**src/rtl/load_store_unit_pkg.sv**
```systemverilog
// Shared core definitions for the load/store unit: widths, funct3 codes, FSM states, request latch.
package load_store_unit_pkg;

    localparam int unsigned XLEN = 32;
    localparam int unsigned BE_W = XLEN / 8;

    // RV32I load/store width and sign codes
    typedef enum logic [2:0] {
        F3_B  = 3'b000,
        F3_H  = 3'b001,
        F3_W  = 3'b010,
        F3_BU = 3'b100,
        F3_HU = 3'b101
    } lsu_funct3_e;

    typedef enum logic [1:0] {
        LSU_IDLE,
        LSU_ACCESS,
        LSU_DONE,
        LSU_FAULT
    } lsu_state_e;

    // Request fields still needed after the memory request has been issued
    typedef struct packed {
        logic       write;
        logic [2:0] funct3;
        logic [1:0] offset;
    } lsu_req_t;

    // Illegal width code or an access not aligned to its own size
    function automatic logic req_faults(input logic [2:0] funct3, input logic [1:0] offset);
        case (funct3)
            F3_B, F3_BU: return 1'b0;
            F3_H, F3_HU: return offset[0];
            F3_W:        return offset != 2'b00;
            default:     return 1'b1;
        endcase
    endfunction

    // Byte lanes touched by a store of 1/2/4 bytes
    function automatic logic [BE_W-1:0] store_be(input logic [1:0] size, input logic [1:0] offset);
        case (size)
            2'b00:   return BE_W'(4'b0001 << offset);
            2'b01:   return offset[1] ? 4'b1100 : 4'b0011;
            default: return 4'b1111;
        endcase
    endfunction

    // Replicate narrow store data so every lane carries it
    function automatic logic [XLEN-1:0] store_data(input logic [1:0] size, input logic [XLEN-1:0] wdata);
        case (size)
            2'b00:   return {4{wdata[7:0]}};
            2'b01:   return {2{wdata[15:0]}};
            default: return wdata;
        endcase
    endfunction

endpackage

```
**src/rtl/load_store_unit_if.sv**
```systemverilog
// Request handshake from the control FSM plus the word-wide memory port of the LSU.
interface load_store_unit_if;
    import load_store_unit_pkg::*;

    logic            req_valid;
    logic            req_write;
    logic [2:0]      funct3;
    logic [XLEN-1:0] address;
    logic [XLEN-1:0] write_data;
    logic            req_ready;
    logic            done;
    logic            fault;
    logic [XLEN-1:0] load_data;

    logic            mem_valid;
    logic            mem_we;
    logic [XLEN-1:0] mem_addr;
    logic [XLEN-1:0] mem_wdata;
    logic [BE_W-1:0] mem_be;
    logic            mem_rvalid;
    logic [XLEN-1:0] mem_rdata;

    // LSU side
    modport slave (
        input  req_valid, req_write, funct3, address, write_data, mem_rvalid, mem_rdata,
        output req_ready, done, fault, load_data, mem_valid, mem_we, mem_addr, mem_wdata, mem_be
    );

    // Core and memory side
    modport master (
        output req_valid, req_write, funct3, address, write_data, mem_rvalid, mem_rdata,
        input  req_ready, done, fault, load_data, mem_valid, mem_we, mem_addr, mem_wdata, mem_be
    );

endinterface

```
**src/rtl/load_extend.sv**
```systemverilog
// Picks the addressed lane out of a read word and sign- or zero-extends it.
module load_extend
    import load_store_unit_pkg::*;
(
    input  logic [2:0]      i_funct3,
    input  logic [1:0]      i_addr,
    input  logic [XLEN-1:0] i_rdata,
    output logic [XLEN-1:0] o_result
);

    logic [XLEN-1:0] w_shifted;
    logic [7:0]      w_byte;
    logic [15:0]     w_half;

    assign w_shifted = i_rdata >> {i_addr, 3'b000};
    assign w_byte    = w_shifted[7:0];
    assign w_half    = w_shifted[15:0];

    // Extension by width code; aligned words have offset 0 so the shift is a pass-through
    always_comb begin
        o_result = '0;
        case (i_funct3)
            F3_B:    o_result = {{24{w_byte[7]}}, w_byte};
            F3_H:    o_result = {{16{w_half[15]}}, w_half};
            F3_W:    o_result = w_shifted;
            F3_BU:   o_result = {24'h0, w_byte};
            F3_HU:   o_result = {16'h0, w_half};
            default: o_result = '0;
        endcase
    end

endmodule

```
**src/rtl/load_store_unit.sv**
```systemverilog
// Load/store unit: accepts one request at a time, issues a single word access, times out stuck accesses.
module load_store_unit
    import load_store_unit_pkg::*;
#(
    parameter int unsigned TIMEOUT_CYCLES = 16
) (
    input  logic             clk,
    input  logic             reset,
    load_store_unit_if.slave bus
);

    localparam int unsigned CNT_W = (TIMEOUT_CYCLES > 1) ? $clog2(TIMEOUT_CYCLES) : 1;

    lsu_state_e      r_state;
    lsu_req_t        r_req;
    logic [CNT_W-1:0] r_cnt;
    logic            r_req_ready;
    logic            r_done;
    logic            r_fault;
    logic            r_mem_valid;
    logic            r_mem_we;
    logic [XLEN-1:0] r_mem_addr;
    logic [XLEN-1:0] r_mem_wdata;
    logic [BE_W-1:0] r_mem_be;
    logic [XLEN-1:0] r_load_data;
    logic [XLEN-1:0] w_ext;
    logic            w_last_cycle;

    assign w_last_cycle = (r_cnt == CNT_W'(TIMEOUT_CYCLES - 1));

    load_extend u_load_extend (
        .i_funct3 (r_req.funct3),
        .i_addr   (r_req.offset),
        .i_rdata  (bus.mem_rdata),
        .o_result (w_ext)
    );

    // Request FSM; every output is a register updated alongside the state
    always_ff @(posedge clk or posedge reset) begin
        if (reset) begin
            r_state     <= LSU_IDLE;
            r_req       <= '0;
            r_cnt       <= '0;
            r_req_ready <= 1'b1;
            r_done      <= 1'b0;
            r_fault     <= 1'b0;
            r_mem_valid <= 1'b0;
            r_mem_we    <= 1'b0;
            r_mem_addr  <= '0;
            r_mem_wdata <= '0;
            r_mem_be    <= '0;
            r_load_data <= '0;
        end else begin
            r_done  <= 1'b0;
            r_fault <= 1'b0;
            case (r_state)
                LSU_IDLE: begin
                    if (bus.req_valid) begin
                        r_req.write  <= bus.req_write;
                        r_req.funct3 <= bus.funct3;
                        r_req.offset <= bus.address[1:0];
                        r_cnt        <= '0;
                        r_req_ready  <= 1'b0;
                        if (req_faults(bus.funct3, bus.address[1:0])) begin
                            r_state <= LSU_FAULT;
                            r_done  <= 1'b1;
                            r_fault <= 1'b1;
                        end else begin
                            r_state     <= LSU_ACCESS;
                            r_mem_valid <= 1'b1;
                            r_mem_we    <= bus.req_write;
                            r_mem_addr  <= {bus.address[XLEN-1:2], 2'b00};
                            r_mem_be    <= bus.req_write ? store_be(bus.funct3[1:0], bus.address[1:0]) : '0;
                            r_mem_wdata <= bus.req_write ? store_data(bus.funct3[1:0], bus.write_data) : '0;
                        end
                    end
                end
                LSU_ACCESS: begin
                    // An ack on the last allowed cycle still completes normally
                    if (bus.mem_rvalid || w_last_cycle) begin
                        r_state     <= bus.mem_rvalid ? LSU_DONE : LSU_FAULT;
                        r_done      <= 1'b1;
                        r_fault     <= ~bus.mem_rvalid;
                        r_mem_valid <= 1'b0;
                        r_mem_we    <= 1'b0;
                        r_mem_addr  <= '0;
                        r_mem_wdata <= '0;
                        r_mem_be    <= '0;
                        if (bus.mem_rvalid && !r_req.write) begin
                            r_load_data <= w_ext;
                        end
                    end else begin
                        r_cnt <= r_cnt + CNT_W'(1);
                    end
                end
                LSU_DONE, LSU_FAULT: begin
                    r_state     <= LSU_IDLE;
                    r_req_ready <= 1'b1;
                end
                default: begin
                    r_state     <= LSU_IDLE;
                    r_req_ready <= 1'b1;
                end
            endcase
        end
    end

    assign bus.req_ready = r_req_ready;
    assign bus.done      = r_done;
    assign bus.fault     = r_fault;
    assign bus.load_data = r_load_data;
    assign bus.mem_valid = r_mem_valid;
    assign bus.mem_we    = r_mem_we;
    assign bus.mem_addr  = r_mem_addr;
    assign bus.mem_wdata = r_mem_wdata;
    assign bus.mem_be    = r_mem_be;

endmodule
```
**src/flat_wrapper.sv**
```systemverilog
// flat-port wrapper written by rule: the top's interface ports become plain ports
module load_store_unit_flat import load_store_unit_pkg::*;
#(
    parameter int unsigned TIMEOUT_CYCLES = 16
)
  (clk, reset, bus_req_valid, bus_req_write, bus_funct3, bus_address, bus_write_data, bus_mem_rvalid, bus_mem_rdata, bus_req_ready, bus_done, bus_fault, bus_load_data, bus_mem_valid, bus_mem_we, bus_mem_addr, bus_mem_wdata, bus_mem_be);
  load_store_unit_if bus_i ();
  input  logic clk;
  input  logic reset;
  input wire logic [$bits(bus_i.req_valid)-1:0] bus_req_valid;
  input wire logic [$bits(bus_i.req_write)-1:0] bus_req_write;
  input wire logic [$bits(bus_i.funct3)-1:0] bus_funct3;
  input wire logic [$bits(bus_i.address)-1:0] bus_address;
  input wire logic [$bits(bus_i.write_data)-1:0] bus_write_data;
  input wire logic [$bits(bus_i.mem_rvalid)-1:0] bus_mem_rvalid;
  input wire logic [$bits(bus_i.mem_rdata)-1:0] bus_mem_rdata;
  output wire logic [$bits(bus_i.req_ready)-1:0] bus_req_ready;
  output wire logic [$bits(bus_i.done)-1:0] bus_done;
  output wire logic [$bits(bus_i.fault)-1:0] bus_fault;
  output wire logic [$bits(bus_i.load_data)-1:0] bus_load_data;
  output wire logic [$bits(bus_i.mem_valid)-1:0] bus_mem_valid;
  output wire logic [$bits(bus_i.mem_we)-1:0] bus_mem_we;
  output wire logic [$bits(bus_i.mem_addr)-1:0] bus_mem_addr;
  output wire logic [$bits(bus_i.mem_wdata)-1:0] bus_mem_wdata;
  output wire logic [$bits(bus_i.mem_be)-1:0] bus_mem_be;
  assign bus_i.req_valid = bus_req_valid;
  assign bus_i.req_write = bus_req_write;
  assign bus_i.funct3 = bus_funct3;
  assign bus_i.address = bus_address;
  assign bus_i.write_data = bus_write_data;
  assign bus_i.mem_rvalid = bus_mem_rvalid;
  assign bus_i.mem_rdata = bus_mem_rdata;
  assign bus_req_ready = bus_i.req_ready;
  assign bus_done = bus_i.done;
  assign bus_fault = bus_i.fault;
  assign bus_load_data = bus_i.load_data;
  assign bus_mem_valid = bus_i.mem_valid;
  assign bus_mem_we = bus_i.mem_we;
  assign bus_mem_addr = bus_i.mem_addr;
  assign bus_mem_wdata = bus_i.mem_wdata;
  assign bus_mem_be = bus_i.mem_be;
  load_store_unit #(.TIMEOUT_CYCLES(TIMEOUT_CYCLES)) u_core (.clk(clk), .reset(reset), .bus(bus_i));
endmodule
```
**config.mk**
```make
export PLATFORM = sky130hd
export DESIGN_NAME = load_store_unit_flat
export DESIGN_NICKNAME = d
export VERILOG_FILES = /design/src/rtl/load_store_unit_pkg.sv /design/src/rtl/load_store_unit_if.sv /design/src/rtl/load_extend.sv /design/src/rtl/load_store_unit.sv /design/src/flat_wrapper.sv
export SDC_FILE = /design/constraint.sdc
export NUM_CORES = 1
export LEC_CHECK = 0
export BUFFER_PORTS_ARGS = -buffer_cell sky130_fd_sc_hd__buf_2
export CORE_MARGIN = 2
export CORE_UTILIZATION = 45
export CTS_CLUSTER_DIAMETER = 40
export DETAILED_ROUTE_END_ITERATION = 8
export MAX_ROUTING_LAYER = met4
export PLACE_DENSITY = 0.75
export SETUP_SLACK_MARGIN = 0.02
export SYNTH_ARGS = -nofsm -noshare
export SYNTH_HDL_FRONTEND = slang
export SYNTH_SLANG_ARGS = --single-unit
```
**constraint.sdc**
```tcl
create_clock -name clk -period 10.1 [get_ports clk]
set_input_delay 1.515 -clock clk [delete_from_list [all_inputs] [get_ports clk]]
set_output_delay 1.515 -clock clk [all_outputs]
set_load 0.1 [all_outputs]
```
Word-level counts from Yosys, hierarchy flattened
Cells that the tools add are included.
W data, S select, Z words.
{"block": "word_totals", "regBits": 117, "latch_bits": 0, "ramBits": 0, "romBits": 0, "inputBits": 104, "n_memories": 0}
{"block": "op_classes", "add_sub_neg": 1, "mul": 0, "div_mod_pow": 0, "magnitude_cmp": 0, "n_eq_ne": 17, "shift": 2, "muxes": 43, "bitwise": 1, "reduce_logical": 19}
{"cell": "$mux W32", "n": 6}
{"cell": "$pmux W32 S2", "n": 3}
{"cell": "$pmux W32 S5", "n": 1}
{"cell": "$shr A32 B5 Y32", "n": 1}
{"cell": "$mux W4", "n": 7}
{"cell": "$pmux W4 S2", "n": 3}
{"cell": "$mux W1", "n": 13}
{"cell": "$eq A3 B3 Y1 const B", "n": 4}
{"cell": "$pmux W1 S2", "n": 5}
{"cell": "$eq A3 B1 Y1 const B", "n": 2}
{"cell": "$eq A3 B2 Y1 const B", "n": 2}
{"cell": "$logic_not A3 Y1", "n": 2}
{"cell": "$mux W2", "n": 3}
{"cell": "$ne A2 B2 Y1 const B", "n": 3}
{"cell": "$pmux W2 S3", "n": 1}
{"cell": "$reduce_and A2 Y1", "n": 3}
{"cell": "$reduce_and A3 Y1", "n": 2}
{"cell": "$reduce_bool A2 Y1", "n": 3}
{"cell": "$reduce_or A2 Y1", "n": 3}
{"cell": "$add A4 B1 Y4 const B", "n": 1}
{"cell": "$eq A2 B1 Y1 const B", "n": 2}
{"cell": "$eq A2 B2 Y1 const B", "n": 2}
{"cell": "$eq A4 B4 Y1 const B", "n": 1}
{"cell": "$logic_not A2 Y1", "n": 2}
{"cell": "8 further kinds", "n": 8}

Longest topological paths before layout
Gate-level depths: netlist (run 1).
{"block": "logic_depth", "word_depth": 8, "ltp_mapped": 7, "mapped_depth_nobuf": 5}

By module
Synthesis (run 1) repeated with hierarchy kept, for this count alone.
{"block": "unflattened", "cells_unflattened": 486, "hier_area_um2": 5788.1}
{"module": "load_store_unit", "instances": 1, "cells_per_inst": 377, "area_each_um2": 4984.8}
{"module": "load_extend", "instances": 1, "cells_per_inst": 109, "area_each_um2": 803.3}

Worst setup path before layout (run 1)
Ideal clock, no wire load.
{"block": "synth_timing", "path_type": "input -> register", "start": "in bus_funct3[0]", "end": "reg u_core.r_mem_wdata[0], in the netlist u_core.bus.mem_wdata[0]", "setup_ps": 122, "t_arrival_ps": 2709, "required_ps": 9978, "path_slack_ps": 7270, "cell_stages": 7, "path_buffers": 3, "path_cell_list": "clkbuf_1 a21oi_1 or2_2 and3_1 buf_2 buf_2 a22o_1"}
{"block": "synth_via", "elab_chain_len": 7, "elab_cells_between_ends": 12, "classes_between": "5 x eq/ne; 3 x mux; 4 x reduce/logical"}
{"element": "start, declared", "line": "flat_wrapper.sv:12", "text": "input wire logic [$bits(bus_i.funct3)-1:0] bus_funct3;"}
{"element": "$eq A3 B1 Y1 (tied with other cells)", "line": "load_store_unit_pkg.sv:32", "text": "case (funct3)"}
{"element": "$reduce_or A2 Y1", "line": "load_store_unit_pkg.sv:32"}
{"element": "$pmux W1 S3 (*)", "line": "load_store_unit_pkg.sv:32"}
{"element": "$mux W1 (*)", "line": "load_store_unit.sv:58", "text": "if (bus.req_valid) begin"}
{"element": "$mux W1 (*)", "line": "load_store_unit.sv:56", "text": "case (r_state)"}
{"element": "$ne A2 B2 Y1 (no source line) (*)"}
{"element": "$reduce_and A4 Y1 (no source line) (*)"}
{"element": "end signal, assigned", "line": "load_store_unit.sv:74", "text": "r_mem_wdata <= bus.req_write ? store_data(bus.funct3[1:0], bus.write_data) : '0;"}
{"element": "end, declared", "line": "load_store_unit.sv:23", "text": "logic [XLEN-1:0] r_mem_wdata;"}
Mark *: on every way between the ends. The rest lies on a longest branch, timed or not. The select of a mux whose other input is x is not followed.
A chain may end at the register's enable or synchronous reset.

Worst setup path after layout (run 1)
{"block": "layout_timing", "start": "in bus_req_valid", "end": "reg u_core.r_mem_wdata[0], in the netlist u_core.bus.mem_wdata[0]"}
{"block": "layout_via", "elab_chain_len": 2}
{"element": "start, declared", "line": "flat_wrapper.sv:10", "text": "input wire logic [$bits(bus_i.req_valid)-1:0] bus_req_valid;"}
{"element": "$ne A2 B2 Y1 (no source line)"}
{"element": "$reduce_and A4 Y1 (no source line)"}
No other way between the ends.

==> results.yml, run 1 <==
sta:
  fin_skew_ps: 11.8
  final.setup.worst_slack_ps: 6400
  hold_viol_final: 0
  whs_ps: 483
  fin_crit_ps: 3700
  fmax_mhz: 271
  worst_pin_slew_ps: 1120
  fin_setup_tns_ps: 0
  fin_crit_sh_pct: 36.6
  setup_viol: 0
  grt_setup_unrepaired: "false"
  drv_slew: 0
  slew_headroom_pct: 25.3
clocking:
  tritoncts: "done"
  cts_sinks: 115
  post_cts_resized: 0
  cts-buffers-inserted: 17
  cts_setup_buffers: 0
  cts_hold_buf: 0
  cts_root_buf: "clkbuf_16"
  ctsLongestPathBuffers: 2
  clkLatencyLatePin_ps: 400
  htreeDepth: 4
  cts.clk_slew.worst_paths_ps: 60
logic_synthesis:
  syn-cell-area_um2: 5190
  async_flop_share_pct: 100
  ys_seq_area_share_pct: 55.5
  yosys-top-cells-area: "dfrtp_1 55%, a22o_1 8.9%, mux2i_1 7.7%"
  avgSynthCellArea_um2: 11.4
  synthDistinctLibCells: 47
  synth-seq-cells: 115
  synth.largest_area_cell: "dfrtp_1"
  synth.most_common_cell: "dfrtp_1"
  synthCells: 456
  synth_warnings: 0
  synthTopCellsByCount: "114 x dfrtp_1, 53 x a22o_1, 45 x nand2_1"
  synth-edff-count: 0
  dominantRegCellSynth: "dfrtp_1"
  yosys.area.top_type_share_pct: 55.0
die:
  dieHeight_um: 111
  ios: 209
  coreArea_um2: 11300
  placementRows: 39
  die_x_um: 111
  die_area_um2: 12400
  initial_utilization_pct: 45.8
detailed_routing:
  drtIter0Drc: 403
  vias_per_cell: 5.50
  ant_nets: 0
  drc_errors: 0
  avgRoutedWirePerCell_um: 17.2
  routed_wl_um: 13800
  dr.pass1.iters: 5
  vias: 4431
global_routing:
  antenna_found_initial: 0
  grtUsageTotal_pct: 23.2
  grt_pass1_wl_um: 22500
  grt_pass1_vias: 4429
  grt_max_degree: 69
  overflow: 0
setup_path:
  regToRegEndpoint: "u_core.bus.mem_wdata[0]"
  cp.required_ps: 10390
  crit_path_start: "bus_req_valid"
  critPathMaxFanout: 68
  regToRegStartpoint: "u_core.r_state[1]"
  rrSetupSlack_ps: 7130
  crit_path_end_kind: "flop"
  r2r.worst_path.cells: 5
  critical_path_class: "in -> reg"
  arrival_ps: 3990
  cp-start-kind: "primary input"
placement:
  placed_area_um2: 6270
  port_buffers: 206
  hpwlAfterDp_um: 9750
  dp_slack_ps: 5960
  gp_congestion: 0.868
final_layout:
  final_area_um2: 6840
  nNetsFinal: 755
  drive_gt1_share_pct: 39.1
  areaGrowthSynthToFinish_pct: 31.8
  num_antenna_cells: 0
run_status:
  outcome: "finished clean"
flow_run:
  cap_viol_max_count: 0
min_path:
  min_from: "u_core.bus.mem_we"
  holdPathStages: 1
  hp-class: "reg -> reg"
  hold_end: "u_core.bus.mem_we"
## per-layer routing
metal	vias up	GRT usage, %	routed length [um]
met1	2173	30.8	6150
met3	11	5.33	958
met2	193	36.1	6610
met4	0	6.83	136
li1	2054	-	-
met5	-	-	0
## critical path, cell delays in order
cell     delay, ps
buf_2          110
nor3b_2        660
o21a_1         970
a21oi_4        -10
buf_4          380
a22o_1         320
## final cells by class
class | count | area, um2
Tap cell | 143 | 179
Inverter | 8 | 32.5
Multi-Input combinational cell | 299 | 2120
Sequential cell | 115 | 2880
Clock buffer | 20 | 437
Clock inverter | 12 | 133
Timing Repair Buffer | 209 | 1050
Fill cell | 929 | 4480
## kinds of logic after synthesis
kind of cell,share of synthesized area (%)
flops,55.5
fa+ha+maj,0.241
compound gates,20.0
simple gates,9.48
other cells,0.0723
buf+inv,3.79
xor+xnor,0.338
mux,10.5
## metrics by stage
step           util (%)  std cells
3_5_place_dp       55.4        774
5_1_grt            60.4        806
2_1_floorplan         -        457
3_3_place_gp       55.4        774
6_report           60.4        806
4_1_cts            60.4        806
## worst max-delay path by stage
stage,to,depth (start not counted)
2_1_floorplan,u_core.bus.done,1
4_1_cts,u_core.bus.mem_wdata[0],6
5_1_grt,u_core.bus.mem_wdata[0],6
3_5_place_dp,u_core.bus.mem_wdata[1],6
6_report,u_core.bus.mem_wdata[0],6
3_3_place_gp,u_core.bus.mem_wdata[0],6
## state kept, by name, summed over array words and instances, names as in the netlist
register              flops
u_core.r_req              6
u_core.r_state            2
u_core.bus.load_data     32
u_core.bus.mem_valid      1
u_core.bus.mem_wdata     32
u_core.bus.done           1
u_core.bus.mem_be         4
u_core.bus.req_ready      1
u_core.r_cnt              4
u_core.bus.fault          1
u_core.bus.mem_addr      30
u_core.bus.mem_we         1
## layout by cell type, fill, tap and decap left out, types with 3 or more instances in the layout
master	instances
nand3_1	11
clkbuf_16	17
clkinv_2	3
buf_2	206
clkbuf_1	3
dfrtp_1	114
nand2_1	45
a22oi_1	16
o21ai_0	30
a21oi_1	12
buf_4	3
nor2_1	16
nand2b_1	3
mux2_2	12
clkinvlp_4	3
o2bb2ai_1	20
and2_1	7
inv_1	7
a22o_1	53
mux2i_1	40
Power of run 1 is left out: the tool's default activity adds up to more than one toggle a clock period on the data nets, which glitch-free logic cannot reach.
==> run 2: changes to the inputs <==
--- a/config.mk
+++ b/config.mk
@@ -7,11 +7,11 @@
 export LEC_CHECK = 0
 export BUFFER_PORTS_ARGS = -buffer_cell sky130_fd_sc_hd__buf_2
 export CORE_MARGIN = 2
-export CORE_UTILIZATION = 45
+export CORE_UTILIZATION = 44
 export CTS_CLUSTER_DIAMETER = 40
 export DETAILED_ROUTE_END_ITERATION = 8
 export MAX_ROUTING_LAYER = met4
-export PLACE_DENSITY = 0.75
+export PLACE_DENSITY = 0.77
 export SETUP_SLACK_MARGIN = 0.02
 export SYNTH_ARGS = -nofsm -noshare
 export SYNTH_HDL_FRONTEND = slang
==> constraint.sdc (replaced) <==
create_clock -name clk -period 3.3 [get_ports clk]
set_input_delay 0.495 -clock clk [delete_from_list [all_inputs] [get_ports clk]]
set_output_delay 0.495 -clock clk [all_outputs]
set_load 0.1 [all_outputs]
==> results.yml, run 2 (synthesized netlist as in run 1, its figures left out) <==
detailed_routing:
  vias: 4529
  drc_errors: 0
  routed_wl_um: 14300
  dr.pass1.iters: 5
  vias_per_cell: 5.58
  drtIter0Drc: 307
  avgRoutedWirePerCell_um: 17.6
  ant_nets: 0
global_routing:
  antenna_found_initial: 1
  grt_max_degree: 69
  overflow: 0
  grt_pass1_wl_um: 23100
  grt_pass1_vias: 4488
  grtUsageTotal_pct: 23.7
sta:
  grt_setup_unrepaired: "false"
  worst_pin_slew_ps: 942
  fin_skew_ps: 8.89
  fin_crit_sh_pct: 66.4
  hold_viol_final: 0
  fmax_mhz: 457
  setup_viol: 0
  whs_ps: 200
  fin_crit_ps: 2190
  fin_setup_tns_ps: 0
  drv_slew: 0
  slew_headroom_pct: 36.7
min_path:
  hp-class: "in -> async"
die:
  ios: 209
  coreArea_um2: 11500
  die_area_um2: 12700
  die_x_um: 113
  placementRows: 39
  initial_utilization_pct: 45.2
  dieHeight_um: 113
run_status:
  outcome: "finished clean"
final_layout:
  ff_latch_area_um2: 2880
  fill_cells: 962
  layout_common_cells: "206 x buf_2, 114 x dfrtp_1, 53 x a22o_1"
  multi_input_area_um2: 2120
  nNetsFinal: 760
  final_common_cell: "buf_2"
  drive_gt1_share_pct: 39.7
  final_cells: 812
  areaGrowthSynthToFinish_pct: 34.2
flow_run:
  cap_viol_max_count: 0
clocking:
  cts-buffers-inserted: 17
  tritoncts: "done"
  cts_hold_buf: 0
  cts_sinks: 115
  cts_root_buf: "clkbuf_16"
  cts.clk_slew.worst_paths_ps: 50
  post_cts_resized: 0
  cts_setup_buffers: 0
  clkLatencyLatePin_ps: 400
  htreeDepth: 4
  ctsLongestPathBuffers: 2
setup_path:
  crit_path_end_kind: "flop"
  critPathMaxFanout: 68
  cp-start-kind: "primary input"
  critical_path_class: "in -> reg"
  arrival_ps: 2520
  cp.required_ps: 3630
placement:
  gp_congestion: 0.887
  port_buffers: 206
  place_inst: 779
  hpwlAfterDp_um: 10200
-- run 2: cell types whose count changed in the layout (fill, tap and decap cells not counted) --
| cell | before | now |
|---|---|---|
| buf_12 | 0 | 1 |
| buf_4 | 3 | 7 |
| bufinv_16 | 2 | 5 |
| clkbuf_1 | 3 | 2 |
| clkinv_2 | 3 | 1 |
| clkinv_4 | 2 | 1 |
| clkinvlp_4 | 3 | 7 |
| diode_2 | 0 | 1 |
| inv_4 | 1 | 0 |
| inv_6 | 2 | 0 |
-- run 2: final cells by class --
class / instances / area share, %
Clock buffer: 19 / 6.22
Inverter: 8 / 0.485
Clock inverter: 13 / 3.00
Timing Repair Buffer: 214 / 15.8
Sequential cell: 115 / 41.3
Tap cell: 143 / 2.57
Multi-Input combinational cell: 299 / 30.5
Antenna cell: 1 / 0.0359
-- run 2: critical path: stages --
cell and delay [ps]:
buf_2 460, a21oi_1 110, o21a_1 210, buf_4 240
a21oi_4 140, buf_4 580, a22o_1 260
-- run 2: worst paths after layout --
path,slack [ps],cells after the start,startpoint,end
setup / recovery,1110,7,bus_funct3[1],u_core.bus.mem_wdata[31]
hold / removal,200,2,reset,u_core.bus.done
setup reg to reg,1130,5,u_core.r_state[1],u_core.bus.load_data[27]
hold reg to reg,480,1,u_core.bus.mem_we,u_core.bus.mem_we
max in group asynchronous,2310,3,reset,u_core.bus.req_ready
min in group clk,310,2,bus_address[20],u_core.bus.mem_addr[20]
-- run 2: stage by stage --
step / instance area, um2 / setup slack (ps) / util [%]
global placement: 6320 / 784 / 55.1
floorplan: 5190 / 1410 / -
global route: 6960 / 912 / 60.7
detailed placement: 6320 / 716 / 55.1
finish: 6960 / 1110 / 60.7
CTS: 6960 / 1140 / 60.7
-- run 2: layer usage --
metal | vias to the layer above | wire length, um | GRT usage [%] | part of all wire [%]
met5 | - | 0 | - | 0
met4 | 0 | 344 | 9.02 | 2.4
met3 | 29 | 1040 | 6.21 | 7.3
met2 | 228 | 6770 | 36.5 | 47
met1 | 2207 | 6170 | 30.2 | 43
li1 | 2065 | - | - | -
Power of run 2 is left out for the same reason.
==> run 3: changes to the inputs <==
==> constraint.sdc (replaced) <==
create_clock -name clk -period 1.8 [get_ports clk]
set_input_delay 0.27 -clock clk [delete_from_list [all_inputs] [get_ports clk]]
set_output_delay 0.27 -clock clk [all_outputs]
set_load 0.1 [all_outputs]
==> results.yml, run 3 (synthesized netlist as in run 1, its figures left out) <==
run_status:
  outcome: "finished clean"
global_routing:
  grt-busiest-layer: "met2"
  overflow: 0
  grtUsageMet1_pct: 31.7
  grt_max_degree: 64
  met3_usage_pct: 5.99
  grtUsageTotal_pct: 24.6
  antenna_found_initial: 1
  met2_usage_pct: 39.0
  grt_pass1_wl_um: 24000
  grt_pass1_vias: 4730
die:
  ios: 209
  placementRows: 39
  dieHeight_um: 113
  initial_utilization_pct: 45.2
  die_area_um2: 12700
  die_x_um: 113
  coreArea_um2: 11500
setup_path:
  crit_path_end_kind: "flop"
  critical_path_class: "reg -> reg"
  cp.required_ps: 2130
  critPathMaxFanout: 16
  arrival_ps: 2000
  cp-start-kind: "flop"
  rrSetupSlack_ps: 130
clocking:
  ctsLongestPathBuffers: 2
  cts_root_buf: "clkbuf_16"
  cts_sinks: 115
  clkLatencyLatePin_ps: 400
  cts.clk_slew.worst_paths_ps: 50
  htreeDepth: 4
  cts-buffers-inserted: 17
  tritoncts: "done"
sta:
  fin_skew_ps: 10.5
  hold_viol_final: 0
  worst_pin_slew_ps: 562
  fin_crit_ps: 1670
  fmax_mhz: 599
  grt_setup_unrepaired: "false"
  slew_headroom_pct: 62.3
  fin_setup_tns_ps: 0
  whs_ps: 87.2
  setup_viol: 0
  drv_slew: 0
  fin_crit_sh_pct: 92.7
final_layout:
  nNetsFinal: 776
  drive_gt1_share_pct: 41.4
  ff_latch_area_um2: 2880
  areaGrowthSynthToFinish_pct: 38.2
  fill_cells: 934
  final_util_pct: 62.5
  multi_input_area_um2: 2140
  final_common_cell: "buf_2"
  final_cells: 828
  layout_common_cells: "206 x buf_2, 114 x dfrtp_1, 53 x a22o_1"
detailed_routing:
  routed_wl_um: 15000
  dr.pass1.iters: 5
  vias: 4625
  ant_nets: 0
  vias_per_cell: 5.59
  drtIter0Drc: 397
  drc_errors: 0
  avgRoutedWirePerCell_um: 18.1
min_path:
  hp-class: "in -> reg"
placement:
  gp_congestion: 0.883
  place_inst: 792
  port_buffers: 206
  hpwlAfterDp_um: 10400
flow_run:
  cap_viol_max_count: 0
## run 3: critical path: stages (launching register included)
cell,delay [ps]
dfrtp_1,380
nand4bb_2,330
or3_1,360
a211o_1,280
buf_12,170
nand2_1,70
## run 3: layout make-up
type | instances | share of cell area [%]
Antenna cell | 1 | 0.0349
Clock buffer | 23 | 6.81
Clock inverter | 9 | 2.09
Inverter | 8 | 0.471
Multi-Input combinational cell | 299 | 29.8
Sequential cell | 115 | 40.2
Tap cell | 143 | 2.50
Timing Repair Buffer | 230 | 18.1
## run 3: metal layers
| metal | wire (um) | share of wire, % | up-vias |
|---|---|---|---|
| li1 | - | - | 2103 |
| met1 | 6170 | 41 | 2252 |
| met2 | 7340 | 49 | 245 |
| met3 | 1160 | 7.7 | 25 |
| met4 | 280 | 1.9 | 0 |
| met5 | 0 | 0 | - |
## run 3: timing repair
| item | in CTS | in global routing |
|---|---|---|
| endpoints found under the hold margin | 52 | 0 |
| gates cloned | 0 | 1 |
| hold buffers | 1 | 0 |
| setup endpoints to repair | 8 | 57 |
| gates resized for setup | 1 | 4 |
| pin swaps | 0 | 1 |
| setup buffers | 0 | 1 |
## run 3: per-stage QoR
step	worst slack (ps)	cell area, um2
after CTS	30.6	7120
after global routing	22.8	7170
after detailed placement	15.5	6470
final	131	7170
after floorplan	107	5190
after global placement	104	6470
## run 3: final timing paths
kind | start | end | cells past startpoint
min reg2reg | u_core.bus.mem_wdata[18] | u_core.bus.mem_wdata[18] | 1
max reg2reg | u_core.r_req[5] | u_core.bus.load_data[16] | 5
min in group asynchronous | reset | u_core.bus.load_data[6] | 4
max in group asynchronous | reset | u_core.bus.req_ready | 4
min | bus_address[20] | u_core.bus.mem_addr[20] | 2
max | u_core.r_req[5] | u_core.bus.load_data[16] | 5
Power of run 3 is left out for the same reason.
